$ cat src/rtl/arb_pkg.sv
// Shared constants and types for the round-robin / priority arbiter.
//   N            number of requesters (fixed at 8 in this revision)
//   IDX_W        width of an encoded grant index
//   MAX_HOLD_DEF default limit on consecutive grant cycles under contention
//   arb_state_e  arbiter FSM states
package arb_pkg;

    localparam int N            = 8;
    localparam int IDX_W        = $clog2(N);
    localparam int MAX_HOLD_DEF = 16;

    typedef enum logic [0:0] {
        ARB_IDLE  = 1'b0,
        ARB_GRANT = 1'b1
    } arb_state_e;

endpackage

$ cat src/rtl/rr_priority_arbiter_if.sv
// Request/grant bundle between the requesters and the arbiter.
//   master : requester side, drives en, rr_mode, req; observes the grant
//   slave  : arbiter side, observes en, rr_mode, req; drives the grant
//   en        arbitration enable (blocks new grants only)
//   rr_mode   1 = round-robin, 0 = fixed priority
//   req       level-sensitive request vector
//   gnt       one-hot grant
//   gnt_idx   encoded index of the grant
//   gnt_valid a grant is active
//   preempt   one-cycle pulse on hold-timeout revocation
interface rr_priority_arbiter_if;
    import arb_pkg::*;

    logic             en;
    logic             rr_mode;
    logic [N-1:0]     req;
    logic [N-1:0]     gnt;
    logic [IDX_W-1:0] gnt_idx;
    logic             gnt_valid;
    logic             preempt;

    modport master (
        output en, rr_mode, req,
        input  gnt, gnt_idx, gnt_valid, preempt
    );

    modport slave (
        input  en, rr_mode, req,
        output gnt, gnt_idx, gnt_valid, preempt
    );

endinterface

$ cat src/rtl/arb_prio_enc.sv
// 8:3 priority encoder, highest set index wins.
//   din   input vector
//   idx   index of the highest set bit (0 when din is zero)
//   valid 1 when any bit of din is set
module arb_prio_enc
    import arb_pkg::*;
(
    input  logic [N-1:0]     din,
    output logic [IDX_W-1:0] idx,
    output logic             valid
);

    // Ascending scan: later (higher) hits overwrite earlier ones.
    always_comb begin
        idx   = '0;
        valid = 1'b0;
        for (int i = 0; i < N; i++) begin
            if (din[i]) begin
                idx   = IDX_W'(i);
                valid = 1'b1;
            end
        end
    end

endmodule

$ cat src/rtl/rr_priority_arbiter.sv
// 8-way arbiter with fixed or round-robin priority and a hold-time limit.
//   clk    system clock, rising edge
//   rst_n  asynchronous active-low reset
//   bus    rr_priority_arbiter_if.slave (en, rr_mode, req in; gnt,
//          gnt_idx, gnt_valid, preempt out, all outputs registered)
//   MAX_HOLD  max consecutive grant cycles while others wait (2..255)
//
// state     | meaning
// ----------+-----------------------------------------------------------
// S_IDLE    | no grant; picks a winner when en=1 and any req is set
// S_GRANT   | one requester owns the resource until release or timeout
module rr_priority_arbiter
    import arb_pkg::*;
#(
    parameter int MAX_HOLD = MAX_HOLD_DEF
) (
    input  logic                 clk,
    input  logic                 rst_n,
    rr_priority_arbiter_if.slave bus
);

    localparam logic [0:0] S_IDLE    = ARB_IDLE;
    localparam logic [0:0] S_GRANT   = ARB_GRANT;
    localparam logic [7:0] HOLD_LAST = 8'(MAX_HOLD - 1);

    logic [0:0]       r_state;
    logic [N-1:0]     r_gnt;
    logic [IDX_W-1:0] r_gnt_idx;
    logic             r_gnt_valid;
    logic             r_preempt;
    logic [7:0]       r_hold_cnt;
    logic [IDX_W-1:0] r_last_idx;

    logic [N-1:0]     w_mask;
    logic [N-1:0]     w_req_masked;
    logic [IDX_W-1:0] w_idx_masked;
    logic [IDX_W-1:0] w_idx_full;
    logic             w_valid_masked;
    logic             w_valid_full;
    logic [IDX_W-1:0] w_win_idx;
    logic             w_release;
    logic             w_others;
    logic             w_timeout;

    // Bits strictly below the last winner; empty when last_idx is 0, which
    // makes the wrap from 0 fall back to the plain highest-index order.
    assign w_mask       = (N'(1) << r_last_idx) - N'(1);
    assign w_req_masked = bus.req & w_mask;

    arb_prio_enc u_enc_masked (
        .din   (w_req_masked),
        .idx   (w_idx_masked),
        .valid (w_valid_masked)
    );

    arb_prio_enc u_enc_full (
        .din   (bus.req),
        .idx   (w_idx_full),
        .valid (w_valid_full)
    );

    assign w_win_idx = (bus.rr_mode && w_valid_masked) ? w_idx_masked : w_idx_full;

    assign w_release = !bus.req[r_gnt_idx];
    assign w_others  = |(bus.req & ~r_gnt);
    assign w_timeout = (r_hold_cnt == HOLD_LAST) && w_others;

    always_ff @(posedge clk or negedge rst_n) begin
        if (!rst_n) begin
            r_state     <= S_IDLE;
            r_gnt       <= '0;
            r_gnt_idx   <= '0;
            r_gnt_valid <= 1'b0;
            r_preempt   <= 1'b0;
            r_hold_cnt  <= '0;
            r_last_idx  <= '0;
        end else begin
            r_preempt <= 1'b0;
            case (r_state)
                S_IDLE: begin
                    if (bus.en && w_valid_full) begin
                        r_state     <= S_GRANT;
                        r_gnt       <= N'(1) << w_win_idx;
                        r_gnt_idx   <= w_win_idx;
                        r_gnt_valid <= 1'b1;
                        r_hold_cnt  <= '0;
                        r_last_idx  <= w_win_idx;
                    end
                end
                S_GRANT: begin
                    // Release takes precedence over timeout: no preempt pulse.
                    if (w_release) begin
                        r_state     <= S_IDLE;
                        r_gnt       <= '0;
                        r_gnt_idx   <= '0;
                        r_gnt_valid <= 1'b0;
                    end else if (w_timeout) begin
                        r_state     <= S_IDLE;
                        r_gnt       <= '0;
                        r_gnt_idx   <= '0;
                        r_gnt_valid <= 1'b0;
                        r_preempt   <= 1'b1;
                    end else if (r_hold_cnt != HOLD_LAST) begin
                        r_hold_cnt <= r_hold_cnt + 8'd1;
                    end
                end
                default: r_state <= S_IDLE;
            endcase
        end
    end

    assign bus.gnt       = r_gnt;
    assign bus.gnt_idx   = r_gnt_idx;
    assign bus.gnt_valid = r_gnt_valid;
    assign bus.preempt   = r_preempt;

    a_gnt_onehot : assert property (@(posedge clk) disable iff (!rst_n)
        $onehot0(r_gnt));
    a_valid_or : assert property (@(posedge clk) disable iff (!rst_n)
        r_gnt_valid == (|r_gnt));
    a_idx_match : assert property (@(posedge clk) disable iff (!rst_n)
        r_gnt_valid |-> (r_gnt == (N'(1) << r_gnt_idx)));
    a_preempt_prev : assert property (@(posedge clk) disable iff (!rst_n)
        r_preempt |-> $past(r_gnt_valid));

endmodule

$ cat src/flat_wrapper.sv
// flat-port wrapper written by rule: the top's interface ports become plain ports
module rr_priority_arbiter_flat import arb_pkg::*;
#(
    parameter int MAX_HOLD = MAX_HOLD_DEF
)
  (clk, rst_n, bus_en, bus_rr_mode, bus_req, bus_gnt, bus_gnt_idx, bus_gnt_valid, bus_preempt);
  rr_priority_arbiter_if bus_i ();
  input  logic clk;
  input  logic rst_n;
  input wire logic [$bits(bus_i.en)-1:0] bus_en;
  input wire logic [$bits(bus_i.rr_mode)-1:0] bus_rr_mode;
  input wire logic [$bits(bus_i.req)-1:0] bus_req;
  output wire logic [$bits(bus_i.gnt)-1:0] bus_gnt;
  output wire logic [$bits(bus_i.gnt_idx)-1:0] bus_gnt_idx;
  output wire logic [$bits(bus_i.gnt_valid)-1:0] bus_gnt_valid;
  output wire logic [$bits(bus_i.preempt)-1:0] bus_preempt;
  assign bus_i.en = bus_en;
  assign bus_i.rr_mode = bus_rr_mode;
  assign bus_i.req = bus_req;
  assign bus_gnt = bus_i.gnt;
  assign bus_gnt_idx = bus_i.gnt_idx;
  assign bus_gnt_valid = bus_i.gnt_valid;
  assign bus_preempt = bus_i.preempt;
  rr_priority_arbiter #(.MAX_HOLD(MAX_HOLD)) u_core (.clk(clk), .rst_n(rst_n), .bus(bus_i));
endmodule
$ cat config.mk
export PLATFORM = sky130hd
export DESIGN_NAME = rr_priority_arbiter_flat
export DESIGN_NICKNAME = d
export VERILOG_FILES = /design/src/rtl/arb_pkg.sv /design/src/rtl/rr_priority_arbiter_if.sv /design/src/rtl/arb_prio_enc.sv /design/src/rtl/rr_priority_arbiter.sv /design/src/flat_wrapper.sv
export SDC_FILE = /design/constraint.sdc
export NUM_CORES = 1
export LEC_CHECK = 0
export BUFFER_PORTS_ARGS = -buffer_cell sky130_fd_sc_hd__buf_2
export CAP_MARGIN = 40
export CORE_MARGIN = 2
export CORE_UTILIZATION = 40
export DETAILED_ROUTE_END_ITERATION = 6
export PLACE_DENSITY = 0.7
export REMOVE_ABC_BUFFERS = 1
export SETUP_SLACK_MARGIN = 0.3
export SYNTH_ARGS = -nofsm -noshare
export SYNTH_HDL_FRONTEND = slang
export SYNTH_SLANG_ARGS = --single-unit
export TNS_END_PERCENT = 30
$ cat constraint.sdc
create_clock -name clk -period 5.45 [get_ports clk]
set_input_delay 0.545 -clock clk [delete_from_list [all_inputs] [get_ports clk]]
set_output_delay 0.545 -clock clk [all_outputs]
set_load 0.01 [all_outputs]
# Yosys cells after proc, flatten, opt, wreduce, memory -nomap -nowiden
# Cells that the tools add are included.
# word_totals
reg_bits	25
in_bits	12
out_inout_bits	13
wordCells	87
# op_classes
n_addsub	2
order_cmp	1
n_eq_ne	7
shifts	2
muxes	57
bitwise	4
reduce_logical	7
# ops
op	count
two-way mux 8 bit	7
two-way mux 3 bit	16
case mux 8 bit (2 select lines)	2
two-way mux 1 bit	28
AND 8 bit	2
left shift 1 x 3 -> 8 bit (first input constant)	2
adder 8 x 1 -> 8 bit (second input constant)	1
== test 8 x 4 -> 1 bit (second input constant)	1
!= test 8 x 4 -> 1 bit (second input constant)	1
NOT 8 bit	1
OR reduction 8 bit	1
subtractor 8 x 2 -> 8 bit (second input constant)	1
!= test 2 bit (second input constant)	3
case mux 3 bit (2 select lines)	1
less-than comparator 3 x 4 -> 1 bit (second input constant)	1
case mux 1 bit (2 select lines)	2
AND reduction 2 bit	2
AND reduction 4 bit	1
binary-select mux 1 bit (select 3 bit)	1
logical AND 1 bit	3
!= test 3 bit (second input constant)	1
!= test 2 x 1 -> 1 bit (second input constant)	1
NOT 1 bit	1

# Longest topological paths before layout
# depth
ltp_word	16
ltp_mapped	11
ltp_nobuf	9

# Hierarchy
# From an unflattened synthesis, not the netlist that was laid out.
# hier_totals
hier_cells	213
hier_area_um2	1791.7
# by_module_without_submodules
module	instances	cells_per_inst	area_each_um2	seq_area_each_um2
rr_priority_arbiter	1	189	1676.6	625.6
arb_prio_enc	2	12	57.6	0.0

# Least setup slack after synthesis
# OpenSTA, ideal clock, no wires.
# synth_path
path_kind	flip-flop to flip-flop
from	reg u_core.r_last_idx[2]
to	reg u_core.r_gnt[0], in the netlist u_core.bus.gnt[0]
setup_ps	110
arrival_time_ps	2557
required_time_ps	5340
slack_ps	2783
path_stages_with_launch	11
path_buffers	2
period_less_slack_ps	2667
path_cell_list	dfrtp_1 > buf_1 > or3_1 > ha_1 > buf_2 > or3_1 > a21oi_1 > a21o_1 > o31ai_4 > a21o_1 > o41ai_1
# synth_via
elab_chain_cells	16
elab_cells_between_ends	23
classes_between	add/sub: 1; shift: 2; mux: 18; bitwise: 1; reduce/logical: 1
# synth_lines
element	line_no	source
start, declared	rr_priority_arbiter.sv:32	logic [IDX_W-1:0] r_last_idx;
start signal, assigned	rr_priority_arbiter.sv:87	r_last_idx <= w_win_idx;
left shift 1 x 3 -> 8 bit (*)	rr_priority_arbiter.sv:47	assign w_mask = (N'(1) << r_last_idx) - N'(1);
subtractor 8 x 2 -> 8 bit (*)	rr_priority_arbiter.sv:47	
AND 8 bit (*)	rr_priority_arbiter.sv:48	assign w_req_masked = bus.req & w_mask;
two-way mux 1 bit (8 in a row)	arb_prio_enc.sv:18	if (din[i]) begin
logical AND 1 bit	rr_priority_arbiter.sv:62	assign w_win_idx = (bus.rr_mode && w_valid_masked) ? w_idx_masked : w_idx_full;
two-way mux 3 bit (*)	rr_priority_arbiter.sv:62	
left shift 1 x 3 -> 8 bit (*)	rr_priority_arbiter.sv:83	r_gnt <= N'(1) << w_win_idx;
two-way mux 8 bit (*)	rr_priority_arbiter.sv:81	if (bus.en && w_valid_full) begin
case mux 8 bit (2 select lines) (*)	rr_priority_arbiter.sv:79	case (r_state)
end signal, assigned	rr_priority_arbiter.sv:83	
end, declared	rr_priority_arbiter.sv:27	logic [N-1:0] r_gnt;
# Every way passes the cells marked *; elsewhere a longest branch is shown, timed or not. The select of a mux whose other input is x is not followed.
# A chain may end at the register's enable or synchronous reset.

# Worst setup path after layout
# layout_path
from	reg u_core.r_last_idx[2]
to	reg u_core.r_gnt_idx[1], in the netlist u_core.bus.gnt_idx[1]
# layout_via
elab_chain_cells	15
elab_cells_between_ends	21
classes_between	add/sub: 1; shift: 1; mux: 17; bitwise: 1; reduce/logical: 1
# layout_lines
element	line_no	source
left shift 1 x 3 -> 8 bit (*)	rr_priority_arbiter.sv:47	
subtractor 8 x 2 -> 8 bit (*)	rr_priority_arbiter.sv:47	
AND 8 bit (*)	rr_priority_arbiter.sv:48	
two-way mux 1 bit (8 in a row)	arb_prio_enc.sv:18	
logical AND 1 bit	rr_priority_arbiter.sv:62	
two-way mux 3 bit (*)	rr_priority_arbiter.sv:62	
two-way mux 3 bit (*)	rr_priority_arbiter.sv:81	
case mux 3 bit (2 select lines) (*)	rr_priority_arbiter.sv:79	
end signal, assigned	rr_priority_arbiter.sv:84	r_gnt_idx <= w_win_idx;
end, declared	rr_priority_arbiter.sv:28	logic [IDX_W-1:0] r_gnt_idx;
# Marks and branches as above.

==> run_results.csv <==
group,metric,value,unit
pwr,p_clk_share,13.3,%
sta,fin_skew,0.00183,ns
sta,setup_viol_count_final,0,
global_route,antenna_found_initial,0,
pwr,combPwrFrac,49.4,%
sta,rsz0062_at_grt,"false",
sta,fin_hold_ws,0.252,ns
placement,dp_hpwl,2860,um
pwr,p_per_area,478,nW/um^2
yosys,ys_types,49,
clock_tree,insertion_delay,0.27,ns
yosys,synth_top_cells_by_area,"dfrtp_1 39%, nand2_1 5.7%, o41ai_1 4.4%, a21oi_1 3.8%, o21ai_0 3.2%",
clock_tree,cts_sinks,25,
pwr,power.internal,467,uW
drt,wl_per_cell,15.4,um
die,dieArea,4490,um^2
global_route,grt_pass1_wl,6400,um
drt,dr.pass1.iters,5,
sta,fin_crit_sh,54.6,%
die,row_count,22,
global_route,grt_overflow,0,
setup_path,crit_chain,"or3_4 -> ha_1 -> or3_1 -> a21oi_1 -> a21o_1 -> o21ai_0 -> a22oi_1 -> o21ai_0",
pwr,leakage,0.000809,uW
clock_tree,cts.htree.levels,1,
layout,drive_above_1_share,18.9,%
clock_tree,cts_setup_buffers,0,
drt,viasPerCell,5.82,
clock_tree,cts_tree,"yes",
yosys,netlist_area,1590,um^2
placement,pre_cts_slack,2.49,ns
drt,drt_iter0_drc,133,
yosys,synth_flop_cell,"dfrtp_1",
hold_path,hold_path_class,"input pin to async pin",
global_route,grt_pass1_vias,1398,
flow_run,cap_viol_max_count,0,
sta,hold_viol_final,0,
pwr,switching_share,45.1,%
yosys,syn_area_per_cell,9.07,um^2
layout,postLayoutCellArea,1780,um^2
layout,nFillCells,382,
global_route,grt_max_degree,26,
die,core_area,3740,um^2
sta,max_freq,336,MHz
placement,gp_congestion,0.918,
yosys,synth_edf_count,0,
pwr,ir_drop,0.154,mV
yosys,yosysWarnings,0,
setup_path,cp-end-kind,"register",
die,start_util,42.4,%
die,die_x,67.0,um
sta,tns,0,ns
setup_path,required,5.59,ns
setup_path,critPathLaunchType,"register",
setup_path,critical_path.most_common_cell,"o21ai_0",
status,status,"completed",
clock_tree,path_clk_slew,0.09,ns
sta,relSlewSlack,60.8,%
placement,io_buffer_count,24,
yosys,seq_area_frac_synth,39.4,%
yosys,yosysTopAreaCellShare,39.4,%
layout,syn_to_final_growth,12.1,%
yosys,netlist_instances,175,
pwr,p_switching,383,uW
setup_path,path_class,"register to register",
setup_path,critPathSlowestCell,"dfrtp_1",
clock_tree,cts_inserted_buffers,3,
placement,placed_cell_area,1730,um^2
layout,final_nets,211,
setup_path,cpPeakStageDelay,0.52,ns
yosys,synth_area_leader_cell,"dfrtp_1",
sta,tightest_slew,0.588,ns
sta,setup_ws,2.48,ns
sta,slew_violations,0,
yosys,synth-async-reset-ratio,100,%
yosys,synth_seq_cells,25,
setup_path,cp.arrival,3.11,ns
pwr,seqPwrFrac,37.3,%
layout,n_antenna_cell,0,
layout,seqCellArea,626,um^2
clock_tree,postCtsHoldBufs,0,
drt,vias,1420,
clock_tree,clockBufferDepth,2,
drt,antenna_left,0,
layout,multi_input_area,887,um^2
clock_tree,root_buffer,"clkbuf_8",
clock_tree,cts_resized,0,
drt,drc,0,
setup_path,path_max_fanout,13,
sta,fin_crit,2.97,ns
die,die_h,67.0,um
drt,wl,3770,um
die,io_pins,25,
pwr,p_total,851,uW
global_route,grt.total_usage,18.5,%
[cell type report]
cell class | count | area share [%]
multi-input cells | 133 | 49.8
flip-flops and latches | 25 | 35.1
inverters | 9 | 1.90
well taps | 48 | 3.37
clock buffers | 3 | 2.32
clock inverters | 1 | 0.422
repair buffers | 25 | 7.03
[power groups by stage]
stage               Clock [uW]  Sequential [uW]  Combinational, uW
global route               124              329                475
detailed placement           0              321                420
CTS                        116              317                422
floorplan                    0              321                288
global placement             0              320                412
finish                     113              317                421
[cell usage after synthesis, drive strengths merged, types with 2 or more instances]
cell and number:
a21boi 2, inv 9, a211oi 2, nand3 2, nor4 2, a21o 5
nand2 24, nand3b 2, o41ai 8, o21ai 11, clkbuf 3, dfrtp 25
xor2 4, or3 5, mux4 2, and2 2, nor2 11, mux2i 2
nor3b 2, buf 5, ha 2, o22ai 5, nand2b 4, nor2b 4
a21oi 13, o31ai 2
[registers in the layout (all words and copies together) (netlist names)]
| name | flops |
|---|---|
| u_core.r_hold_cnt | 8 |
| u_core.r_state | 1 |
| u_core.r_last_idx | 3 |
| u_core.bus.gnt | 8 |
| u_core.bus.gnt_idx | 3 |
| u_core.bus.gnt_valid | 1 |
| u_core.bus.preempt | 1 |
[final timing paths]
path / slack, ns / cells past startpoint / startpoint / endpoint
worst max-delay path: 2.48 / 8 / u_core.r_last_idx[2]$_DFFE_PN0P_ / u_core.bus.gnt_idx[1]$_DFFE_PN0P_
worst min-delay path: 0.25 / 1 / rst_n / u_core.r_last_idx[0]$_DFFE_PN0P_
worst max register to register: 2.48 / 8 / u_core.r_last_idx[2]$_DFFE_PN0P_ / u_core.bus.gnt_idx[1]$_DFFE_PN0P_
worst min register to register: 0.50 / 2 / u_core.bus.gnt_valid$_DFFE_PN0P_ / u_core.bus.gnt_valid$_DFFE_PN0P_
max in group asynchronous: 4.83 / 1 / rst_n / u_core.r_last_idx[2]$_DFFE_PN0P_
min in group clk: 0.50 / 2 / u_core.bus.gnt_valid$_DFFE_PN0P_ / u_core.bus.gnt_valid$_DFFE_PN0P_
[placed cells by master (no fill, tap or decap), types with 5 or more instances in the layout]
cell type	synthesis	layout
a21o_1	5	5
a21oi_1	12	12
buf_2	3	25
dfrtp_1	25	25
inv_1	9	9
nand2_1	24	24
nor2_1	11	11
o21ai_0	10	10
o22ai_1	5	5
o41ai_1	8	8
[routing by layer]
layer  GRT usage (%)  wire (um)  up-vias
met5               0          0        -
met3            2.53        192        5
met1            25.4       1810      682
li1                -          -      691
met4            5.61         33        0
met2            30.0       1730       42
[worst max-delay path, delay by kind of cell (launching register included)]
kind	cells	cell delay, ns
DFF	1	0.52
AOI/OAI and AO/OA	5	1.18
and+or+nand+nor	2	0.83
adders and majority gates	1	0.32
[metrics by stage]
| stage | instances | utilization, % |
|---|---|---|
| after CTS | 244 | 47.6 |
| after global routing | 244 | 47.6 |
| final | 244 | 47.6 |
| after detailed placement | 240 | 46.3 |
| after floorplan | 167 | - |
| after global placement | 239 | 46.1 |
[cell families (layout without fill, tap and decap cells)]
logic type / after synthesis / after routing / share of synthesized area [%]
xor gates and xnor gates: 5 / 5 / 2.76
DFF: 25 / 25 / 39.4
muxes: 4 / 4 / 4.10
and+or+nand+nor: 64 / 64 / 21.0
buffers and inverters: 17 / 38 / 4.73
AOI/OAI and AO/OA: 58 / 58 / 26.5
adders and majority gates: 2 / 2 / 1.58
No activity file was read; power rests on OpenSTA's default activity.
